### config.mk
export PLATFORM = sky130hd
export DESIGN_NAME = mem_ctrl_flat
export DESIGN_NICKNAME = d
export VERILOG_FILES = /design/src/rtl/mem_ctrl_pkg.sv /design/src/rtl/mem_ctrl_if.sv /design/src/rtl/mem_ctrl.sv /design/src/flat_wrapper.sv
export SDC_FILE = /design/constraint.sdc
export NUM_CORES = 1
export LEC_CHECK = 0
export CORE_MARGIN = 3
export CORE_UTILIZATION = 40
export DETAILED_ROUTE_END_ITERATION = 8
export MAX_ROUTING_LAYER = met4
export PLACE_DENSITY_LB_ADDON = 0.05
export SLEW_MARGIN = 20
export SYNTH_ARGS = -nofsm -noshare
export SYNTH_HDL_FRONTEND = slang
export SYNTH_SLANG_ARGS = --single-unit
### constraint.sdc
create_clock -name clk -period 4 [get_ports clk]
set_input_delay 1.2 -clock clk [delete_from_list [all_inputs] [get_ports clk]]
set_output_delay 1.2 -clock clk [all_outputs]
set_load 0.02 [all_outputs]
### src/rtl/mem_ctrl_pkg.sv
// Shared definitions for the byte-serial memory controller.
// States, IO region tag and access width codes.
package mem_ctrl_pkg;

    typedef enum logic [1:0] {
        IDLE,
        READ,
        WRITE,
        COOL
    } state_t;

    localparam logic [1:0] IO_TAG = 2'b11;

    localparam logic [5:0] LEN_B = 6'd8;
    localparam logic [5:0] LEN_H = 6'd16;
    localparam logic [5:0] LEN_W = 6'd32;

    function automatic logic [2:0] byte_cnt(input logic [5:0] len);
        case (len)
            LEN_B:   return 3'd1;
            LEN_H:   return 3'd2;
            LEN_W:   return 3'd4;
            default: return 3'd4;
        endcase
    endfunction

endpackage

### src/rtl/mem_ctrl_if.sv
// Request/response and RAM bus bundle for mem_ctrl.
// slave is the controller side, master the LSB/IF/RAM side.
interface mem_ctrl_if;

    logic        lsb_nd;
    logic        lsb_out;
    logic [5:0]  lsb_len;
    logic [31:0] lsb_addr;
    logic [31:0] lsb_data;
    logic        lsb_flg;
    logic [31:0] lsb_res;
    logic        lsb_commit;

    logic        if_nd;
    logic [31:0] if_addr;
    logic        if_flg;
    logic [31:0] if_inst;

    logic [7:0]  mem_din;
    logic [7:0]  mem_dout;
    logic [31:0] mem_a;
    logic        mem_wr;
    logic        io_buffer_full;

    modport slave (
        input  lsb_nd, lsb_out, lsb_len, lsb_addr, lsb_data,
        input  if_nd, if_addr,
        input  mem_din, io_buffer_full,
        output lsb_flg, lsb_res, lsb_commit,
        output if_flg, if_inst,
        output mem_dout, mem_a, mem_wr
    );

    modport master (
        output lsb_nd, lsb_out, lsb_len, lsb_addr, lsb_data,
        output if_nd, if_addr,
        output mem_din, io_buffer_full,
        input  lsb_flg, lsb_res, lsb_commit,
        input  if_flg, if_inst,
        input  mem_dout, mem_a, mem_wr
    );

endinterface

### src/rtl/mem_ctrl.sv
// Byte-serial memory controller arbitrating store, load and fetch
// requests onto an 8-bit RAM port with 1-cycle read latency.
module mem_ctrl
    import mem_ctrl_pkg::*;
(
    input  logic       clk,
    input  logic       rst,
    input  logic       rdy,
    input  logic       reset,
    mem_ctrl_if.slave  bus
);

    state_t      state_q;
    state_t      state_d;
    logic [2:0]  k_q;
    logic [2:0]  n_q;
    logic        io_q;
    logic        is_if_q;
    logic [31:0] mem_a_q;
    logic [7:0]  mem_dout_q;
    logic [31:0] wdata_q;
    logic [31:0] sh_q;
    logic        lsb_flg_q;
    logic        lsb_commit_q;
    logic        if_flg_q;
    logic [31:0] lsb_res_q;
    logic [31:0] if_inst_q;

    logic        st_take;
    logic        ld_take;
    logic        if_take;
    logic        wr_stall;
    logic [31:0] sh_nxt;
    logic [1:0]  gap;
    logic [31:0] rd_word;

    // Byte k-1 arrives while byte k is addressed; realign after the last one.
    assign sh_nxt  = {bus.mem_din, sh_q[31:8]};
    assign gap     = 2'(3'd4 - n_q);
    assign rd_word = sh_nxt >> {gap, 3'b000};

    always_comb begin
        state_d  = state_q;
        st_take  = bus.lsb_out;
        ld_take  = !bus.lsb_out && bus.lsb_nd;
        if_take  = !bus.lsb_out && !bus.lsb_nd && bus.if_nd;
        wr_stall = io_q && bus.io_buffer_full;
        unique case (state_q)
            IDLE: begin
                if (!reset) begin
                    if (st_take)
                        state_d = WRITE;
                    else if (ld_take || if_take)
                        state_d = READ;
                end
            end
            READ: begin
                if (reset)
                    state_d = IDLE;
                else if (k_q == n_q)
                    state_d = COOL;
            end
            WRITE: begin
                if (!wr_stall && k_q == n_q - 3'd1)
                    state_d = COOL;
            end
            COOL:    state_d = IDLE;
            default: state_d = IDLE;
        endcase
    end

    always_ff @(posedge clk) begin
        if (rst)
            state_q <= IDLE;
        else if (rdy)
            state_q <= state_d;
    end

    always_ff @(posedge clk) begin
        if (rst) begin
            k_q          <= 3'd0;
            n_q          <= 3'd0;
            io_q         <= 1'b0;
            is_if_q      <= 1'b0;
            mem_a_q      <= 32'd0;
            mem_dout_q   <= 8'd0;
            wdata_q      <= 32'd0;
            sh_q         <= 32'd0;
            lsb_flg_q    <= 1'b0;
            lsb_commit_q <= 1'b0;
            if_flg_q     <= 1'b0;
            lsb_res_q    <= 32'd0;
            if_inst_q    <= 32'd0;
        end else if (rdy) begin
            lsb_flg_q    <= 1'b0;
            lsb_commit_q <= 1'b0;
            if_flg_q     <= 1'b0;
            unique case (state_q)
                IDLE: begin
                    k_q        <= 3'd0;
                    sh_q       <= 32'd0;
                    mem_dout_q <= 8'd0;
                    if (state_d == WRITE) begin
                        n_q        <= byte_cnt(bus.lsb_len);
                        io_q       <= bus.lsb_addr[17:16] == IO_TAG;
                        mem_a_q    <= bus.lsb_addr;
                        wdata_q    <= bus.lsb_data;
                        mem_dout_q <= bus.lsb_data[7:0];
                    end else if (state_d == READ) begin
                        is_if_q <= if_take;
                        io_q    <= 1'b0;
                        if (if_take) begin
                            n_q     <= 3'd4;
                            mem_a_q <= bus.if_addr;
                        end else begin
                            n_q     <= byte_cnt(bus.lsb_len);
                            mem_a_q <= bus.lsb_addr;
                        end
                    end
                end
                READ: begin
                    if (state_d != IDLE) begin
                        k_q     <= k_q + 3'd1;
                        mem_a_q <= mem_a_q + 32'd1;
                        if (k_q != 3'd0)
                            sh_q <= sh_nxt;
                        if (state_d == COOL) begin
                            if (is_if_q) begin
                                if_flg_q  <= 1'b1;
                                if_inst_q <= rd_word;
                            end else begin
                                lsb_flg_q <= 1'b1;
                                lsb_res_q <= rd_word;
                            end
                        end
                    end
                end
                WRITE: begin
                    if (!wr_stall) begin
                        k_q <= k_q + 3'd1;
                        if (state_d == COOL) begin
                            lsb_commit_q <= 1'b1;
                            mem_dout_q   <= 8'd0;
                        end else begin
                            mem_a_q    <= mem_a_q + 32'd1;
                            mem_dout_q <= wdata_q[15:8];
                            wdata_q    <= {8'd0, wdata_q[31:8]};
                        end
                    end
                end
                COOL:    k_q <= 3'd0;
                default: k_q <= 3'd0;
            endcase
        end
    end

    // A frozen cycle must never repeat a write, so gate with rdy here.
    assign bus.mem_wr     = (state_q == WRITE) && !wr_stall && rdy;
    assign bus.mem_a      = mem_a_q;
    assign bus.mem_dout   = mem_dout_q;
    assign bus.lsb_flg    = lsb_flg_q;
    assign bus.lsb_res    = lsb_res_q;
    assign bus.lsb_commit = lsb_commit_q;
    assign bus.if_flg     = if_flg_q;
    assign bus.if_inst    = if_inst_q;

endmodule

### src/flat_wrapper.sv
// flat-port wrapper written by rule: the top's interface ports become plain ports
module mem_ctrl_flat import mem_ctrl_pkg::*;
  (clk, rst, rdy, reset, bus_lsb_nd, bus_lsb_out, bus_lsb_len, bus_lsb_addr, bus_lsb_data, bus_if_nd, bus_if_addr, bus_mem_din, bus_io_buffer_full, bus_lsb_flg, bus_lsb_res, bus_lsb_commit, bus_if_flg, bus_if_inst, bus_mem_dout, bus_mem_a, bus_mem_wr);
  mem_ctrl_if bus_i ();
  input  logic clk;
  input  logic rst;
  input  logic rdy;
  input  logic reset;
  input wire logic [$bits(bus_i.lsb_nd)-1:0] bus_lsb_nd;
  input wire logic [$bits(bus_i.lsb_out)-1:0] bus_lsb_out;
  input wire logic [$bits(bus_i.lsb_len)-1:0] bus_lsb_len;
  input wire logic [$bits(bus_i.lsb_addr)-1:0] bus_lsb_addr;
  input wire logic [$bits(bus_i.lsb_data)-1:0] bus_lsb_data;
  input wire logic [$bits(bus_i.if_nd)-1:0] bus_if_nd;
  input wire logic [$bits(bus_i.if_addr)-1:0] bus_if_addr;
  input wire logic [$bits(bus_i.mem_din)-1:0] bus_mem_din;
  input wire logic [$bits(bus_i.io_buffer_full)-1:0] bus_io_buffer_full;
  output wire logic [$bits(bus_i.lsb_flg)-1:0] bus_lsb_flg;
  output wire logic [$bits(bus_i.lsb_res)-1:0] bus_lsb_res;
  output wire logic [$bits(bus_i.lsb_commit)-1:0] bus_lsb_commit;
  output wire logic [$bits(bus_i.if_flg)-1:0] bus_if_flg;
  output wire logic [$bits(bus_i.if_inst)-1:0] bus_if_inst;
  output wire logic [$bits(bus_i.mem_dout)-1:0] bus_mem_dout;
  output wire logic [$bits(bus_i.mem_a)-1:0] bus_mem_a;
  output wire logic [$bits(bus_i.mem_wr)-1:0] bus_mem_wr;
  assign bus_i.lsb_nd = bus_lsb_nd;
  assign bus_i.lsb_out = bus_lsb_out;
  assign bus_i.lsb_len = bus_lsb_len;
  assign bus_i.lsb_addr = bus_lsb_addr;
  assign bus_i.lsb_data = bus_lsb_data;
  assign bus_i.if_nd = bus_if_nd;
  assign bus_i.if_addr = bus_if_addr;
  assign bus_i.mem_din = bus_mem_din;
  assign bus_i.io_buffer_full = bus_io_buffer_full;
  assign bus_lsb_flg = bus_i.lsb_flg;
  assign bus_lsb_res = bus_i.lsb_res;
  assign bus_lsb_commit = bus_i.lsb_commit;
  assign bus_if_flg = bus_i.if_flg;
  assign bus_if_inst = bus_i.if_inst;
  assign bus_mem_dout = bus_i.mem_dout;
  assign bus_mem_a = bus_i.mem_a;
  assign bus_mem_wr = bus_i.mem_wr;
  mem_ctrl u_core (.clk(clk), .rst(rst), .rdy(rdy), .reset(reset), .bus(bus_i));
endmodule
Word level (Yosys, flattened, before mapping):

Index checks and enable logic that the tools add are counted.

* reductions and logical operators: 28
* shifts and indexed selects: 1
* multiplexer cells: 45
* equal/unequal tests: 17
* add/subtract/negate cells: 4
* bitwise logic cells: 2

Operators with widths (count)
* $mux 32: 11
* $pmux 32 s2: 2
* $pmux 32 s3: 1
* $add 32x1->32 const B: 1
* $shr 32x5->32: 1
* $mux 8: 3
* $pmux 8 s2: 1
* $mux 3: 5
* $reduce_and 5->1: 3
* $mux 1: 13
* $mux 2: 6
* $eq 2x2->1 const B: 5
* $pmux 3 s3: 1
* $reduce_and 3->1: 3
* $pmux 2 s4: 1
* $reduce_and 4->1: 2
* $reduce_bool 2->1: 4
* $logic_and 1x1->1: 7
* $eq 3x3->1: 2
* $eq 6x4->1 const B: 1
* $eq 6x5->1 const B: 1
* $ne 2x1->1 const B: 3
* $pmux 3 s2: 1
* $reduce_and 6->1: 1
* other kinds (12): 18

* output and inout bits: 108
* input port bits: 118
* bits in registers: 181
* word-level logic and storage cells: 111

Longest topological paths before layout:

* depth after elaboration: 12
* depth in mapped cells: 17
* gate-level depth less buffers: 13

Worst setup path before layout:

No wires, ideal clock.

* kind: input port to flip-flop
* start: input reset
* end: register u_core.lsb_res_q[10], in the netlist u_core.bus.lsb_res[10]
* path slack: 527 ps
* arrival: 3387 ps
* stages: 11
* data required time: 3914 ps
* path through: nor2b_1 a41oi_1 o21ai_0 and2_1 ha_1 clkbuf_1 nand2_1 nor4b_1 clkbuf_1 nor2_1 a211oi_1

* word-level cells in the longest chain between the ends: 4
* elaborated cells between the ends (all ways): 6
* classes of those cells: eq/ne (1); mux (3); reduce/logical (2)

RTL lines
* from (decl): line flat_wrapper.sv:8 `input logic reset;`
* $mux 2, on equally long branches: line mem_ctrl.sv:58, mem_ctrl.sv:50
* $pmux 2 s4 *: line mem_ctrl.sv:48 `unique case (state_q)`
* net u_core.state_d[0]: line mem_ctrl.sv:14 `state_t state_d;`
* $eq 2x2->1 or $reduce_bool 2->1 (tied branches): line mem_ctrl.sv:127, mem_ctrl.sv:122
* $reduce_and 5->1 (no line) *
* to (signal assigned): line mem_ctrl.sv:133 `lsb_res_q <= rd_word;`
* to (decl): line mem_ctrl.sv:26 `logic [31:0] lsb_res_q;`

The timed path passes the listed nets; every way through them passes the cells marked *.
A chain may end at the register's enable or synchronous reset.

Worst setup path in the final report:

* start: input bus_io_buffer_full
* end: output bus_mem_wr

* word-level cells in the longest chain between the ends: 4

RTL lines
* from (decl): line flat_wrapper.sv:17 `input wire logic [$bits(bus_i.io_buffer_full)-1:0] bus_io_buffer_full;`
* $logic_and 1x1->1: line mem_ctrl.sv:47 `wr_stall = io_q && bus.io_buffer_full;`
* $logic_not 1->1: line mem_ctrl.sv:158 `assign bus.mem_wr = (state_q == WRITE) && !wr_stall && rdy;`
* $logic_and 1x1->1 (2 in series): line mem_ctrl.sv:158
* to (decl): line flat_wrapper.sv:25 `output wire logic [$bits(bus_i.mem_wr)-1:0] bus_mem_wr;`

Every way passes these cells.

==> results.md <==
* Clk_lat worst skew at 0.43 ns
* Final Hold Viols at 0
* Synth async-reset ratio at 0%
* Filler Cells Inserted at 1,956
* Synthesized instance count at 1,077
* Max VDD drop at 0.2055 mV
* Layout Skew at 0.01116 ns
* Gpl congestion at 0.8686
* Hold slack at 0.4530 ns
* Final Max Tran Viols at 0
* Post-route minimum period at 3.757 ns
* R2R depth at 15
* P_leak at 4.108 nW
* Worst Path Arrival at 2.56 ns
* Worst Path Required at 2.80 ns
* Synthesis-to-finish area growth at 38.74%
* Number of flops mapped to enable cells by yosys at 0
* Largest net degree at the start of global routing at 67
* DRC at 0
* CP startpoint kind: input port
* Cell Int Power at 3.188 mW
* Net Sw Frac at 32.47%
* Top cells by area, synth: dfxtp_1 (40%), nand2_1 (8.3%), mux2i_1 (7.5%), a21oi_1 (7.3%), nor2_1 (5.4%)
* Critical path type: in -> out
* Top Layer Used: met4
* Post-CTS Resized at 0
* Met3 wire len at 1674 um
* CTS tree: yes
* WP buf/inv at 2
* WL met2 at 11,690 um
* Die width at 150.5 um
* Combinational share of power at 25.0%
* Yosys warns at 0
* Hold Path Stages at 2
* Global-route wire length before repair at 41,300 um
* Pwr per Cell Area at 407.3 mW/mm2
* Clock root buffer: clkbuf_16
* Period utilisation layout at 93.92%
* Number of max-cap violations at 0
* WL met1 at 12,430 um
* RSZ-0062 raised after global routing: no
* GR Overflow Total at 0
* Most numerous cell on the critical path: clkdlybuf4s50_1
* CTS buffer count at 17
* Vias in the first global route at 7,909
* WL per Instance at 16.78 um
* Clk slew on worst S/H paths at 0.07 ns
* Dominant cell type by area after synthesis: dfxtp_1
* CP max FO at 3
* Setup TNS at 0 ns
* Yosys top cell area share at 39.54%
* Headroom to the max-slew limit at 30.88%
* Core region area at 0.02036 mm2
* Crit-path cells: clkdlybuf4s50_1 -> nand2_1 -> and3_1 -> clkdlybuf4s50_1
* Hold Buf Count CTS at 0
* Status: finished, final reports clean
* Syn Std Cell Area at 0.008354 mm2
* DIE AREA at 0.02266 mm2
* Crit-path slowest cell: clkdlybuf4s50_1
* CTS H-tree lvls at 4
* Sequential fraction of the synthesis area at 39.54%
* Top post-synthesis cells by count: nand2_1 (184), dfxtp_1 (165), a21oi_1 (122), nor2_1 (120), clkbuf_1 (68)
* Longest Clk Path Bufs at 2
* Syn Nets at 1,208
* NetSw at 1.533 mW
* CP Capture Type: output port
* HP Class: reg -> reg
* HPWL after DPL at 18,360 um
* # diodes at 0
* Most frequent cell after synthesis: nand2_1
* F_max at 0.2662 GHz
* Synth cell types at 65
* Sequential share of power at 40.1%
* Chip Height at 150.5 um
* CTS sink cnt at 165
* Setup violations, final at 0
* Antenna violations before repair at 0
* Hold_sp: u_core.wdata_q[31]
* Initial Util at 41.02%
* Max incr delay on CP at 0.63 ns
* Port Buf Inserts at 225
* Post-CTS setup buffers at 0
* Row count at 52
* Final nets at 1,408
* RR Endpoint: u_core.bus.mem_a[19]
* R2r setup slk at 0.85 ns
* Hold EP: u_core.wdata_q[31]
* Clock power frac at 34.9%
* Share of layout cells above drive strength 1 at 6.899%
* Yosys reg bits at 165
* GRT Resource Usage Total at 23.45%
* Detail Route Antenna Nets at 0
* Total routed wirelength at 26,180 um
* Crit path max-delay family: buffers and inverters
* Reg2reg start: u_core.n_q[1]
* Top_reg_cell synth: dfxtp_1
* Mapped Avg Cell Area at 7.757 um2
* Avg Vias per Cell at 5.365
* Drt initial violations at 581
* DR vias at 8,369
* Slew @ Worst Pin at 1.033 ns
* IO Pins at 226
* DRT Pass-1 Iters at 5
==> logic make-up after synthesis <==
family          Yosys count  synth area share (%)
buf+inv                  98                 4.628
simple gates            475                 26.70
fa+ha+maj                13                 1.947
compound gates          254                 18.60
mux                      66                 7.953
flops                   165                 39.54
xor+xnor                  6                0.6290
==> registers in the layout, indices dropped and copies added (netlist names), 2 cells and up <==
| signal | count |
|---|---|
| u_core.state_q | 2 |
| u_core.n_q | 3 |
| u_core.bus.if_inst | 32 |
| u_core.sh_q | 24 |
| u_core.k_q | 3 |
| u_core.bus.mem_dout | 8 |
| u_core.bus.mem_a | 32 |
| u_core.wdata_q | 24 |
| u_core.bus.lsb_res | 32 |
==> stage by stage <==
stage          cell area [um2]  power [mW]  cells  util [%]  worst slack (ns)
2_1_floorplan             8354       2.581   1077         -            0.5274
3_3_place_gp             11000       3.093   1528     54.01           0.04396
3_5_place_dp             11000       3.101   1528     54.01          -0.04622
4_1_cts                  11590       4.749   1560     56.92            0.2372
5_1_grt                  11590       4.944   1560     56.92            0.1451
6_report                 11590       4.721   1560     56.92            0.2433
==> area by class of cell <==
type	count	area [um2]	area share, %
Multi-Input combinational cell	814	4692	40.48
Sequential cell	165	3303	28.50
Timing Repair Buffer	265	2613	22.54
Clock buffer	18	429.2	3.703
Tap cell	270	337.8	2.915
Clock inverter	14	163.9	1.414
Inverter	14	52.55	0.4534
==> tightest hold or removal path, cell delays in order, from the launching register on <==
cell     delay, ns
dfxtp_1       0.31
nand2_1       0.05
a21oi_1       0.05
==> cell usage in the layout, fill, tap and decap left out, types with 7 or more instances in the layout <==
cell,synthesis,layout
nand2b_1,7,7
a21oi_1,122,122
nor2b_1,13,13
nor4_1,9,9
nor3_1,15,15
inv_1,13,13
o21ai_0,13,13
and4_1,7,7
a211oi_1,50,50
a22oi_1,8,8
and2_1,27,27
ha_1,13,12
clkbuf_16,0,17
buf_4,0,36
nand2_1,184,184
nor2_1,120,120
mux2i_1,63,63
dfxtp_1,165,165
nand3_1,39,39
a31oi_1,12,12
clkdlybuf4s50_1,0,224
nand3b_1,12,12
nand4_1,14,14
o21ai_1,13,12
==> power groups by stage <==
stage / combinational (mW) / sequential [mW] / clock [mW]
floorplan: 0.611 / 1.97 / 0
global placement: 1.17 / 1.93 / 0
detailed placement: 1.17 / 1.93 / 0
CTS: 1.18 / 1.89 / 1.68
global route: 1.29 / 1.91 / 1.74
finish: 1.18 / 1.89 / 1.65
==> how the worst max path moves through the flow <==
stage	start	end	slack (ns)	cells after the start
2_1_floorplan	reset	u_core.bus.lsb_res[10]	0.53	11
3_3_place_gp	reset	u_core.bus.mem_a[20]	0.04	13
3_5_place_dp	reset	u_core.bus.mem_a[20]	-0.05	13
4_1_cts	bus_io_buffer_full	bus_mem_wr	0.24	4
5_1_grt	reset	u_core.bus.mem_a[27]	0.15	13
6_report	bus_io_buffer_full	bus_mem_wr	0.24	4
==> metal layers <==
| metal | global-route usage [%] | vias up |
|---|---|---|
| li1 | - | 4197 |
| met4 | 6.450 | 0 |
| met5 | - | - |
| met2 | 35.70 | 244 |
| met3 | 4.997 | 34 |
| met1 | 31.63 | 3894 |
Power figures use the tool's default switching activity.
